### src/rtl/fixed_pkg.sv
`default_nettype none
// ============================================================================
// Module   : fixed_pkg
// Purpose  : Shared definitions for the Q8.8 fixed-point divider: default
//            operand widths, saturation limits and the divider state encoding.
// Revision : 1.0 - initial release
// ============================================================================
package fixed_pkg;

  // Default format is Q8.8 in a 16-bit two's-complement word.
  localparam int DATA_W_DEF = 16;
  localparam int FRAC_W_DEF = 8;

  // Saturation limits of the default format.
  localparam logic [DATA_W_DEF-1:0] Q_MAX = 16'h7FFF;
  localparam logic [DATA_W_DEF-1:0] Q_MIN = 16'h8000;

  // Divider control states.
  typedef enum logic [1:0] {
    IDLE   = 2'd0,
    DIVIDE = 2'd1,
    FIX    = 2'd2,
    DONE   = 2'd3
  } state_t;

endpackage
`default_nettype wire

### src/rtl/fixed_div_step.sv
`default_nettype none
// ============================================================================
// Module   : fixed_div_step
// Purpose  : One combinational restoring-division step. The partial remainder
//            is shifted left with the next dividend bit appended; if the
//            result is not below the divisor magnitude it is reduced and a
//            quotient bit of 1 is produced.
// Ports    : rem_in  [DATA_W-1:0] partial remainder (always < dmag)
//            bit_in               next dividend bit, shifted in at the LSB
//            dmag    [DATA_W:0]   divisor magnitude (17 bits for |-32768|)
//            rem_out [DATA_W-1:0] updated partial remainder
//            q_bit                quotient bit for this step
// Revision : 1.0 - initial release
// ============================================================================
module fixed_div_step #(
  parameter int DATA_W = 16
) (
  input  logic [DATA_W-1:0] rem_in,
  input  logic              bit_in,
  input  logic [DATA_W:0]   dmag,
  output logic [DATA_W-1:0] rem_out,
  output logic              q_bit
);

  // rem_in < dmag <= 2^(DATA_W-1), so the shifted trial value fits in
  // DATA_W+1 bits and the restored remainder always fits back into DATA_W.
  logic [DATA_W:0] w_trial;

  assign w_trial = {rem_in, bit_in};
  assign q_bit   = (w_trial >= dmag);
  assign rem_out = q_bit ? DATA_W'(w_trial - dmag) : w_trial[DATA_W-1:0];

endmodule
`default_nettype wire

### src/rtl/fixed_div.sv
`default_nettype none
// ============================================================================
// Module   : fixed_div
// Purpose  : Sequential signed Q(DATA_W-FRAC_W).FRAC_W divider. Restoring
//            shift-subtract core producing one magnitude quotient bit per
//            clock, followed by a sign/saturation fix-up cycle. Valid/ready
//            handshake on both sides, one operation in flight.
// Ports    : clk          rising-edge clock
//            rst_n        asynchronous active-low reset
//            in_valid     operands present
//            in_ready     divider idle, operands will be accepted
//            dividend     [DATA_W-1:0] numerator
//            divisor      [DATA_W-1:0] denominator
//            out_valid    result available, held until accepted
//            out_ready    consumer accepts result
//            quotient     [DATA_W-1:0] truncated toward zero, saturated
//            overflow     result saturated because of range
//            div_by_zero  divisor was zero
// Revision : 1.0 - initial release
// ============================================================================
module fixed_div
  import fixed_pkg::*;
#(
  parameter int DATA_W = DATA_W_DEF,
  parameter int FRAC_W = FRAC_W_DEF
) (
  input  logic              clk,
  input  logic              rst_n,
  input  logic              in_valid,
  output logic              in_ready,
  input  logic [DATA_W-1:0] dividend,
  input  logic [DATA_W-1:0] divisor,
  output logic              out_valid,
  input  logic              out_ready,
  output logic [DATA_W-1:0] quotient,
  output logic              overflow,
  output logic              div_by_zero
);

  // Scaled dividend width: |dividend| << FRAC_W.
  localparam int WORK_W = DATA_W + FRAC_W;
  localparam int CNT_W  = $clog2(WORK_W);

  localparam logic [CNT_W-1:0]  c_count_init = CNT_W'(WORK_W - 1);
  localparam logic [CNT_W-1:0]  c_cnt_one    = CNT_W'(1);
  localparam logic [DATA_W-1:0] c_one        = DATA_W'(1);
  localparam logic [DATA_W-1:0] c_zero       = '0;
  localparam logic [DATA_W-1:0] c_q_max      = {1'b0, {(DATA_W-1){1'b1}}};
  localparam logic [DATA_W-1:0] c_q_min      = {1'b1, {(DATA_W-1){1'b0}}};
  // Largest magnitudes representable for a positive / negative result.
  localparam logic [WORK_W-1:0] c_pos_lim    = WORK_W'(c_q_max);
  localparam logic [WORK_W-1:0] c_neg_lim    = WORK_W'(c_q_min);

  state_t              r_state;
  state_t              w_next;

  logic [DATA_W-1:0]   r_rem;
  logic [WORK_W-1:0]   r_work;      // dividend bits shift out, quotient bits shift in
  logic [DATA_W:0]     r_dmag;
  logic [CNT_W-1:0]    r_count;
  logic                r_neg;       // result sign
  logic                r_dvd_neg;   // dividend sign, selects the dbz limit
  logic                r_dbz;

  logic                w_accept;
  logic                w_dvs_zero;
  logic [DATA_W-1:0]   w_dvd_mag;
  logic [DATA_W-1:0]   w_dvs_mag;
  logic [DATA_W-1:0]   w_rem_next;
  logic                w_q_bit;
  logic [DATA_W-1:0]   w_q_low;
  logic [DATA_W-1:0]   w_fix_q;
  logic                w_fix_ovf;

  assign in_ready  = (r_state == IDLE);
  assign out_valid = (r_state == DONE);
  assign w_accept  = in_valid && in_ready;
  assign w_dvs_zero = (divisor == c_zero);

  // Magnitudes as unsigned DATA_W values; the most negative input maps to
  // 2^(DATA_W-1), which is still representable unsigned.
  assign w_dvd_mag = dividend[DATA_W-1] ? (~dividend + c_one) : dividend;
  assign w_dvs_mag = divisor[DATA_W-1]  ? (~divisor  + c_one) : divisor;

  fixed_div_step #(
    .DATA_W (DATA_W)
  ) u_step (
    .rem_in  (r_rem),
    .bit_in  (r_work[WORK_W-1]),
    .dmag    (r_dmag),
    .rem_out (w_rem_next),
    .q_bit   (w_q_bit)
  );

  // Sign application and saturation of the finished magnitude quotient.
  assign w_q_low = r_work[DATA_W-1:0];

  always_comb begin
    w_fix_q   = c_zero;
    w_fix_ovf = 1'b0;
    if (r_dbz) begin
      w_fix_q = r_dvd_neg ? c_q_min : c_q_max;
    end else if (!r_neg && (r_work > c_pos_lim)) begin
      w_fix_q   = c_q_max;
      w_fix_ovf = 1'b1;
    end else if (r_neg && (r_work > c_neg_lim)) begin
      w_fix_q   = c_q_min;
      w_fix_ovf = 1'b1;
    end else begin
      // Negating a zero magnitude gives zero, so no negative-zero case exists.
      w_fix_q = r_neg ? (~w_q_low + c_one) : w_q_low;
    end
  end

  // --------------------------------------------------------------------------
  // Control FSM
  // --------------------------------------------------------------------------
  always_ff @(posedge clk or negedge rst_n) begin
    if (!rst_n) begin
      r_state <= IDLE;
    end else begin
      r_state <= w_next;
    end
  end

  always_comb begin
    w_next = r_state;
    case (r_state)
      IDLE: begin
        if (w_accept) begin
          w_next = w_dvs_zero ? FIX : DIVIDE;
        end
      end
      DIVIDE: begin
        if (r_count == '0) begin
          w_next = FIX;
        end
      end
      FIX: begin
        w_next = DONE;
      end
      DONE: begin
        if (out_ready) begin
          w_next = IDLE;
        end
      end
      default: begin
        w_next = IDLE;
      end
    endcase
  end

  // --------------------------------------------------------------------------
  // Datapath
  // --------------------------------------------------------------------------
  always_ff @(posedge clk or negedge rst_n) begin
    if (!rst_n) begin
      r_rem       <= '0;
      r_work      <= '0;
      r_dmag      <= '0;
      r_count     <= '0;
      r_neg       <= 1'b0;
      r_dvd_neg   <= 1'b0;
      r_dbz       <= 1'b0;
      quotient    <= '0;
      overflow    <= 1'b0;
      div_by_zero <= 1'b0;
    end else begin
      case (r_state)
        IDLE: begin
          if (w_accept) begin
            r_rem     <= '0;
            r_work    <= {w_dvd_mag, {FRAC_W{1'b0}}};
            r_dmag    <= {1'b0, w_dvs_mag};
            r_count   <= c_count_init;
            r_neg     <= dividend[DATA_W-1] ^ divisor[DATA_W-1];
            r_dvd_neg <= dividend[DATA_W-1];
            r_dbz     <= w_dvs_zero;
          end
        end
        DIVIDE: begin
          r_rem   <= w_rem_next;
          r_work  <= {r_work[WORK_W-2:0], w_q_bit};
          r_count <= r_count - c_cnt_one;
        end
        FIX: begin
          quotient    <= w_fix_q;
          overflow    <= w_fix_ovf;
          div_by_zero <= r_dbz;
        end
        default: begin
          // DONE: results held stable until and after acceptance.
        end
      endcase
    end
  end

endmodule
`default_nettype wire

### config.mk
export PLATFORM = sky130hd
export DESIGN_NAME = fixed_div
export DESIGN_NICKNAME = d
export VERILOG_FILES = /design/src/rtl/fixed_pkg.sv /design/src/rtl/fixed_div_step.sv /design/src/rtl/fixed_div.sv
export SDC_FILE = /design/constraint.sdc
export NUM_CORES = 1
export LEC_CHECK = 0
export CAP_MARGIN = 25
export CORE_MARGIN = 2
export CORE_UTILIZATION = 40
export CTS_BUF_LIST = sky130_fd_sc_hd__clkbuf_4 sky130_fd_sc_hd__clkbuf_8 sky130_fd_sc_hd__clkbuf_16
export CTS_CLUSTER_SIZE = 8
export DETAILED_ROUTE_END_ITERATION = 6
export DONT_BUFFER_PORTS = 1
export PLACE_DENSITY = 0.61
export SETUP_SLACK_MARGIN = 0.1
export SLEW_MARGIN = 20
export SYNTH_ARGS = -nofsm -noshare
export SYNTH_HDL_FRONTEND = slang
export SYNTH_HIERARCHICAL = 1
export SYNTH_SLANG_ARGS = --single-unit
### constraint.sdc
create_clock -name clk -period 6.8 [get_ports clk]
set_clock_uncertainty 0.15 [all_clocks]
set_input_delay 0.34 -clock clk [delete_from_list [all_inputs] [get_ports clk]]
set_output_delay 0.34 -clock clk [all_outputs]
set_load 0.02 [all_outputs]
==> results.txt, run 1 <==
Status: complete, no violations
Synth Instances: 592
Yosys cell types: 60
TritonCTS clock tree: yes
Iteration-0 DRC count of the detailed router: 308
Worst rel slew slack: 47.1%
DRC violations left: 0
Pwr Total: 0.00325 W
GPL Wtd Cong: 0.800
Antenna violations before repair: 0
Routed wl met3: 489 µm
Max stage delay cell, worst path: fa_1
Synthesized flop and latch total: 84
Combinational fraction of design power: 54.6%
Slew Viols, Final: 0
Worst Max-Slew Pin Slew: 793 ps
Sequential share of power: 31.0%
Final Hold Fails: 0
Worst Path Required: 6890 ps
Syn Nets: 655
I/O Buffers: 0
Worst ir drop on vdd: 350 µV
CP Capture Type: flop
Clock power share: 14.4%
Main flop type after synthesis: dfrtp_1
Most frequent cells in the layout: 84 x dfrtp_1, 55 x o21ai_0, 53 x nand2_1
Die Span X: 121 µm
Period minus WS final: 2840 ps
First-pass GRT wire length: 20100 µm
Nets: 647
FMAX: 352 MHz
Die height: 121 µm
DP HPWL: 8780 µm
Power Density: 547 mW/mm²
Net Sw Frac: 45.9%
Synth warn: 6
Post-Syn Area per Cell: 9.26 µm²
WL met2: 5490 µm
Most common cell after layout, fill and taps aside: dfrtp_1
Resized Gates After CTS: 0
TritonCTS buffer count: 9
Detailed-route via count: 4249
Antenna fix cells: 0
DRT Pass-1 Iters: 4
Avg WL per Cell: 15.9 µm
Insertion delay to the later sink of the worst-skew pair: 340 ps
Total clock sinks: 84
Fin crit share: 41.8%
Vias/cell: 5.55
CP max stage delay: 390 ps
CTS clk-pin slew, worst paths: 70 ps
Top-Level Pins: 56
H-tree levels: 3
CP arrival: 2930 ps
Core area: 0.0133 mm²
Worst path cell trace: inv_1 > ha_1 > fa_1 > nand2b_1 > a2111oi_2 > a2111oi_2 > o21ai_0 > xor2_1 > mux2_4 > a22o_1
Top Metal Used: met4
Layout cells sized above 1: 9.68%
Sequential area share after synthesis: 38.4%
# rows: 42
Grt total ovfl: 0
Ys async rst share: 100%
Final setup vio count: 0
CP top delay family: compound AO/OA/AOI/OAI gates
Internal Power: 0.00176 W
Max FO, Critical Path: 3
CP bufs+invs: 1
Worst Hold Class: input pin to flop
Post-synth EDFFs: 0
Setup CP Type: flop to flop
Largest net degree at the start of global routing: 85
CP dominant cell by count: a2111oi_2
Syn Std Cell Area: 0.00548 mm²
Total track usage: 17.2%
CTS Buffer Depth: 2
Standby leakage power: 2.61 nW
Switch Pwr: 0.00149 W
Setup TNS: 0 ps
Metal1 wirelength: 5980 µm
WL final: 12200 µm
Layout Area Growth over Synthesis: 8.33%
Number of global-route vias before repair: 4021
Maxcap violations: 0
Initial Utilization: 41.2%
Startpoint type of the worst setup path: flop
Die Footprint: 0.0147 mm²
Antenna-violating nets left: 0
Clock tree root driver cell: clkbuf_16
RSZ-0062 raised after global routing: no
-- metrics by stage --
| stage | hold WS (ps) | utilization [%] | std cells | setup WS [ps] | instance area [µm²] |
|---|---|---|---|---|---|
| floorplan | -106 | - | 592 | 4220 | 5480 |
| global placement | -101 | 42.2 | 746 | 3840 | 5610 |
| detailed placement | -102 | 42.2 | 746 | 3750 | 5610 |
| CTS | 21.0 | 44.6 | 764 | 3720 | 5930 |
| global route | 47.4 | 44.7 | 765 | 3790 | 5940 |
| finish | 31.6 | 44.7 | 765 | 3960 | 5940 |
-- Yosys cell counts, drive strengths merged, types with 3 or more instances --
cell | number | share of area [%]
dfrtp | 84 | 38
o21ai | 58 | 5.4
nand2 | 55 | 3.8
inv | 51 | 3.5
xor2 | 40 | 6.4
a21oi | 36 | 3.7
nor2 | 28 | 1.9
ha | 26 | 5.9
a22o | 24 | 3.8
clkbuf | 23 | 1.6
o221ai | 15 | 2.4
mux2 | 14 | 3.4
xnor2 | 13 | 2.1
o31ai | 12 | 1.9
or4 | 9 | 1.4
nor3 | 8 | 0.73
nor4 | 8 | 1.1
or3 | 8 | 0.91
mux2i | 7 | 1.3
nand2b | 6 | 0.69
nor2b | 6 | 0.69
a31oi | 5 | 0.57
nand4 | 5 | 0.57
o21a | 5 | 0.69
o22ai | 5 | 0.57
nand3 | 4 | 0.37
a211oi | 3 | 0.50
a22oi | 3 | 0.41
and3 | 3 | 0.34
buf | 3 | 0.66
nand3b | 3 | 0.41
o41ai | 3 | 0.48
-- registers in the layout (all words and copies together) (netlist names) --
name and count:
r_state 2, overflow 1, r_dbz 1, r_work 24, r_dvd_neg 1, div_by_zero 1
r_rem 16, quotient 16, r_dmag 16, r_neg 1, r_count 5
-- power groups by stage --
stage | sequential, W | clock [W] | combinational (W)
3_5_place_dp | 0.00101 | 0 | 0.00176
3_3_place_gp | 0.00101 | 0 | 0.00173
2_1_floorplan | 0.000930 | 0 | 0.00151
4_1_cts | 0.00101 | 0.000481 | 0.00178
6_report | 0.00101 | 0.000467 | 0.00178
5_1_grt | 0.00104 | 0.000502 | 0.00198
-- worst paths after layout --
check | cells past startpoint | start | endpoint | slack, ps
max in group asynchronous | 2 | rst_n | r_rem[0] | 5710
min in group asynchronous | 2 | rst_n | r_dmag[6] | 430
max reg2reg | 10 | r_work[23] | r_rem[14] | 3960
min | 2 | divisor[0] | r_dmag[0] | 30
max | 10 | r_work[23] | r_rem[14] | 3960
min reg2reg | 2 | r_dmag[5] | r_dmag[5] | 330
-- per-layer routing --
metal / vias to the layer above / global-route usage, %
met3: 17 / 3.34
met1: 2048 / 24.6
met5: - / 0
li1: 2118 / -
met4: 0 / 6.25
met2: 66 / 25.9
-- area by class of cell --
cell class | instances | area (µm²)
tap | 176 | 220
sequential | 84 | 2100
clock buffer | 9 | 225
inverter | 51 | 194
clock inverter | 7 | 58.8
timing repair buffer | 7 | 72.6
multi-input combinational | 431 | 3060
fill | 1306 | 7360
-- timing repair --
action / in CTS / in global routing
hold buffers: 2 / 0
endpoints found under the hold margin: 84 / 0
buffers inserted: 0 / 0
-- cells by family (layout without fill, tap and decap cells) --
kind of cell | after synthesis | count (layout) | share of synthesized area [%]
other | 1 | 1 | 0.0684
and+or+nand+nor | 146 | 146 | 13.3
adders and majority gates | 27 | 27 | 6.30
xor gates and xnor gates | 53 | 53 | 8.47
buffers and inverters | 77 | 74 | 5.78
DFF | 84 | 84 | 38.4
muxes | 21 | 21 | 4.70
AOI/OAI and AO/OA | 183 | 183 | 23.0
Note: power is estimated with default switching activity, not from simulation.
==> inputs of run 2 (changes only) <==
--- a/config.mk
+++ b/config.mk
@@ -12,7 +12,7 @@
 export CTS_CLUSTER_SIZE = 8
 export DETAILED_ROUTE_END_ITERATION = 6
 export DONT_BUFFER_PORTS = 1
-export PLACE_DENSITY = 0.61
+export PLACE_DENSITY = 0.63
 export SETUP_SLACK_MARGIN = 0.1
 export SLEW_MARGIN = 20
 export SYNTH_ARGS = -nofsm -noshare
==> constraint.sdc (replaced) <==
create_clock -name clk -period 2.5 [get_ports clk]
set_clock_uncertainty 0.15 [all_clocks]
set_input_delay 0.125 -clock clk [delete_from_list [all_inputs] [get_ports clk]]
set_output_delay 0.125 -clock clk [all_outputs]
set_load 0.02 [all_outputs]
==> results.txt, run 2 (synthesis results as in run 1) <==
Violated checks: negative setup slack
TritonCTS clock tree: yes
Largest register FFs: 24
Clock tree root driver cell: clkbuf_16
Worst Max-Slew Pin Slew: 610 ps
Antenna-violating nets left: 0
RR Startpoint: r_work[23]
Final worst slack: -91.1 ps
Top-Level Pins: 56
Number of global-route vias before repair: 4976
WL final: 15000 µm
GPL Wtd Cong: 0.869
I/O Buffers: 0
Total clock sinks: 84
Worst Hold Class: input pin to flop
Die height: 121 µm
Largest Register: r_work
Final Hold Fails: 0
Period minus WS final: 2590 ps
Final core occ: 55.0%
Vias/cell: 5.66
Layout Area Growth over Synthesis: 33.5%
Layout cells sized above 1: 22.5%
Core area: 0.0133 mm²
Crit. Startpoint: r_work[23]
RSZ-0062 raised after global routing: yes
DRC violations left: 0
Die Footprint: 0.0147 mm²
HP Start: divisor[5]
Final Non-Filler Cells: 887
Status: finished with violations
Total track usage: 21.1%
Final setup vio count: 12
CP max stage delay: 410 ps
Worst path cell trace: inv_2 > ha_4 > fa_2 > nand2b_4 > a2111oi_4 > a2111oi_4 > o21ai_2 > xor2_1 > mux2_4 > a22o_1
Maxcap violations: 0
Antenna violations before repair: 0
Worst ir drop on vdd: 643 µV
Avg WL per Cell: 16.9 µm
H-tree levels: 3
Power Density: 1550 mW/mm²
Die Span X: 121 µm
DP HPWL: 9580 µm
Most frequent cells in the layout: 83 x dfrtp_1, 80 x buf_4, 53 x nand2_1, 53 x o21ai_0, 47 x dlygate4sd3_1
Initial Utilization: 41.2%
Number of instances in the placed design: 799
Nets: 770
Setup CP Type: flop to flop
Startpoint type of the worst setup path: flop
Most common cell after layout, fill and taps aside: dfrtp_1
Insertion delay to the later sink of the worst-skew pair: 360 ps
Worst rel slew slack: 59.2%
Grt total ovfl: 0
Max stage delay cell, worst path: dfrtp_1
FMAX: 386 MHz
First-pass GRT wire length: 24800 µm
Slew Viols, Final: 0
CP dominant cell by count: a2111oi_4
Setup WS pre-CTS: -191 ps
CP Capture Type: flop
Iteration-0 DRC count of the detailed router: 457
Detailed-route via count: 5024
Worst slack on hold paths: 40.1 ps
CTS Buffer Depth: 2
Fin crit share: 104%
CTS clk-pin slew, worst paths: 60 ps
Max FO, Critical Path: 3
CP arrival: 2680 ps
Worst Path Required: 2590 ps
TritonCTS buffer count: 9
DRT Pass-1 Iters: 5
# rows: 42
Largest net degree at the start of global routing: 85
CP bufs+invs: 1
CP top delay family: compound AO/OA/AOI/OAI gates
Standby leakage power: 3.25 nW
Antenna fix cells: 0
## run 2: cell types whose count changed in the layout (fill, tap and decap cells not counted), moves of 3 or more
cell / change
buf_4: +76
dlygate4sd3_1: +46
ha_1: -10
ha_4: +10
mux2_2: -6
mux2_4: +6
inv_1: -4
inv_2: +4
bufinv_16: +3
## run 2: what timing repair did
item	4_1_cts	5_1_grt
setup buffers	16	9
endpoints found under the setup margin	15	23
pin swaps	25	9
hold buffers	48	0
endpoints found under the hold margin	121	0
cloned	1	0
resized for setup	25	16
## run 2: metrics by stage
step | instance area, µm² | setup TNS, ps | total power (W)
after detailed placement | 6050 | -1560 | 0.00849
final | 7320 | -403 | 0.0113
after global routing | 7320 | -1840 | 0.0121
after CTS | 7180 | -196 | 0.0109
after floorplan | 5530 | 0 | 0.00674
after global placement | 6050 | -684 | 0.00831
## run 2: worst paths after layout
| path | cells after the start | slack (ps) | endpoint |
|---|---|---|---|
| setup reg to reg | 10 | -90 | r_rem[14] |
| hold reg to reg | 2 | 330 | r_dmag[5] |
| max in group asynchronous | 2 | 1630 | r_rem[4] |
| setup / recovery | 10 | -90 | r_rem[14] |
| hold / removal | 5 | 40 | r_dmag[6] |
| min in group asynchronous | 2 | 180 | r_dmag[5] |
## run 2: layout make-up
class                      instances  area (µm²)
fill                            1105        5980
multi-input combinational        431        3330
clock inverter                     5         108
tap                              176         220
inverter                          51         196
timing repair buffer             129        1110
clock buffer                      10         239
sequential                        84        2100
timing repair inverter             1        8.76
## run 2: power by group
| part | switching (W) | internal, W |
|---|---|---|
| registers | 0.000720 | 0.00197 |
| clock network | 0.000572 | 0.00100 |
| logic | 0.00352 | 0.00352 |
## run 2: metal layers
layer / routed length (µm) / track usage (%) / part of all wire (%)
met1: 6640 / 28.5 / 44
met2: 7090 / 33.6 / 47
met3: 836 / 3.38 / 5.6
met4: 456 / 8.94 / 3.0
met5: 0 / 0 / 0
## run 2: worst min-delay path, delay by kind of cell
kind,cells,cell delay (ps)
simple gates,3,180
xor+xnor,1,120
compound gates,1,80
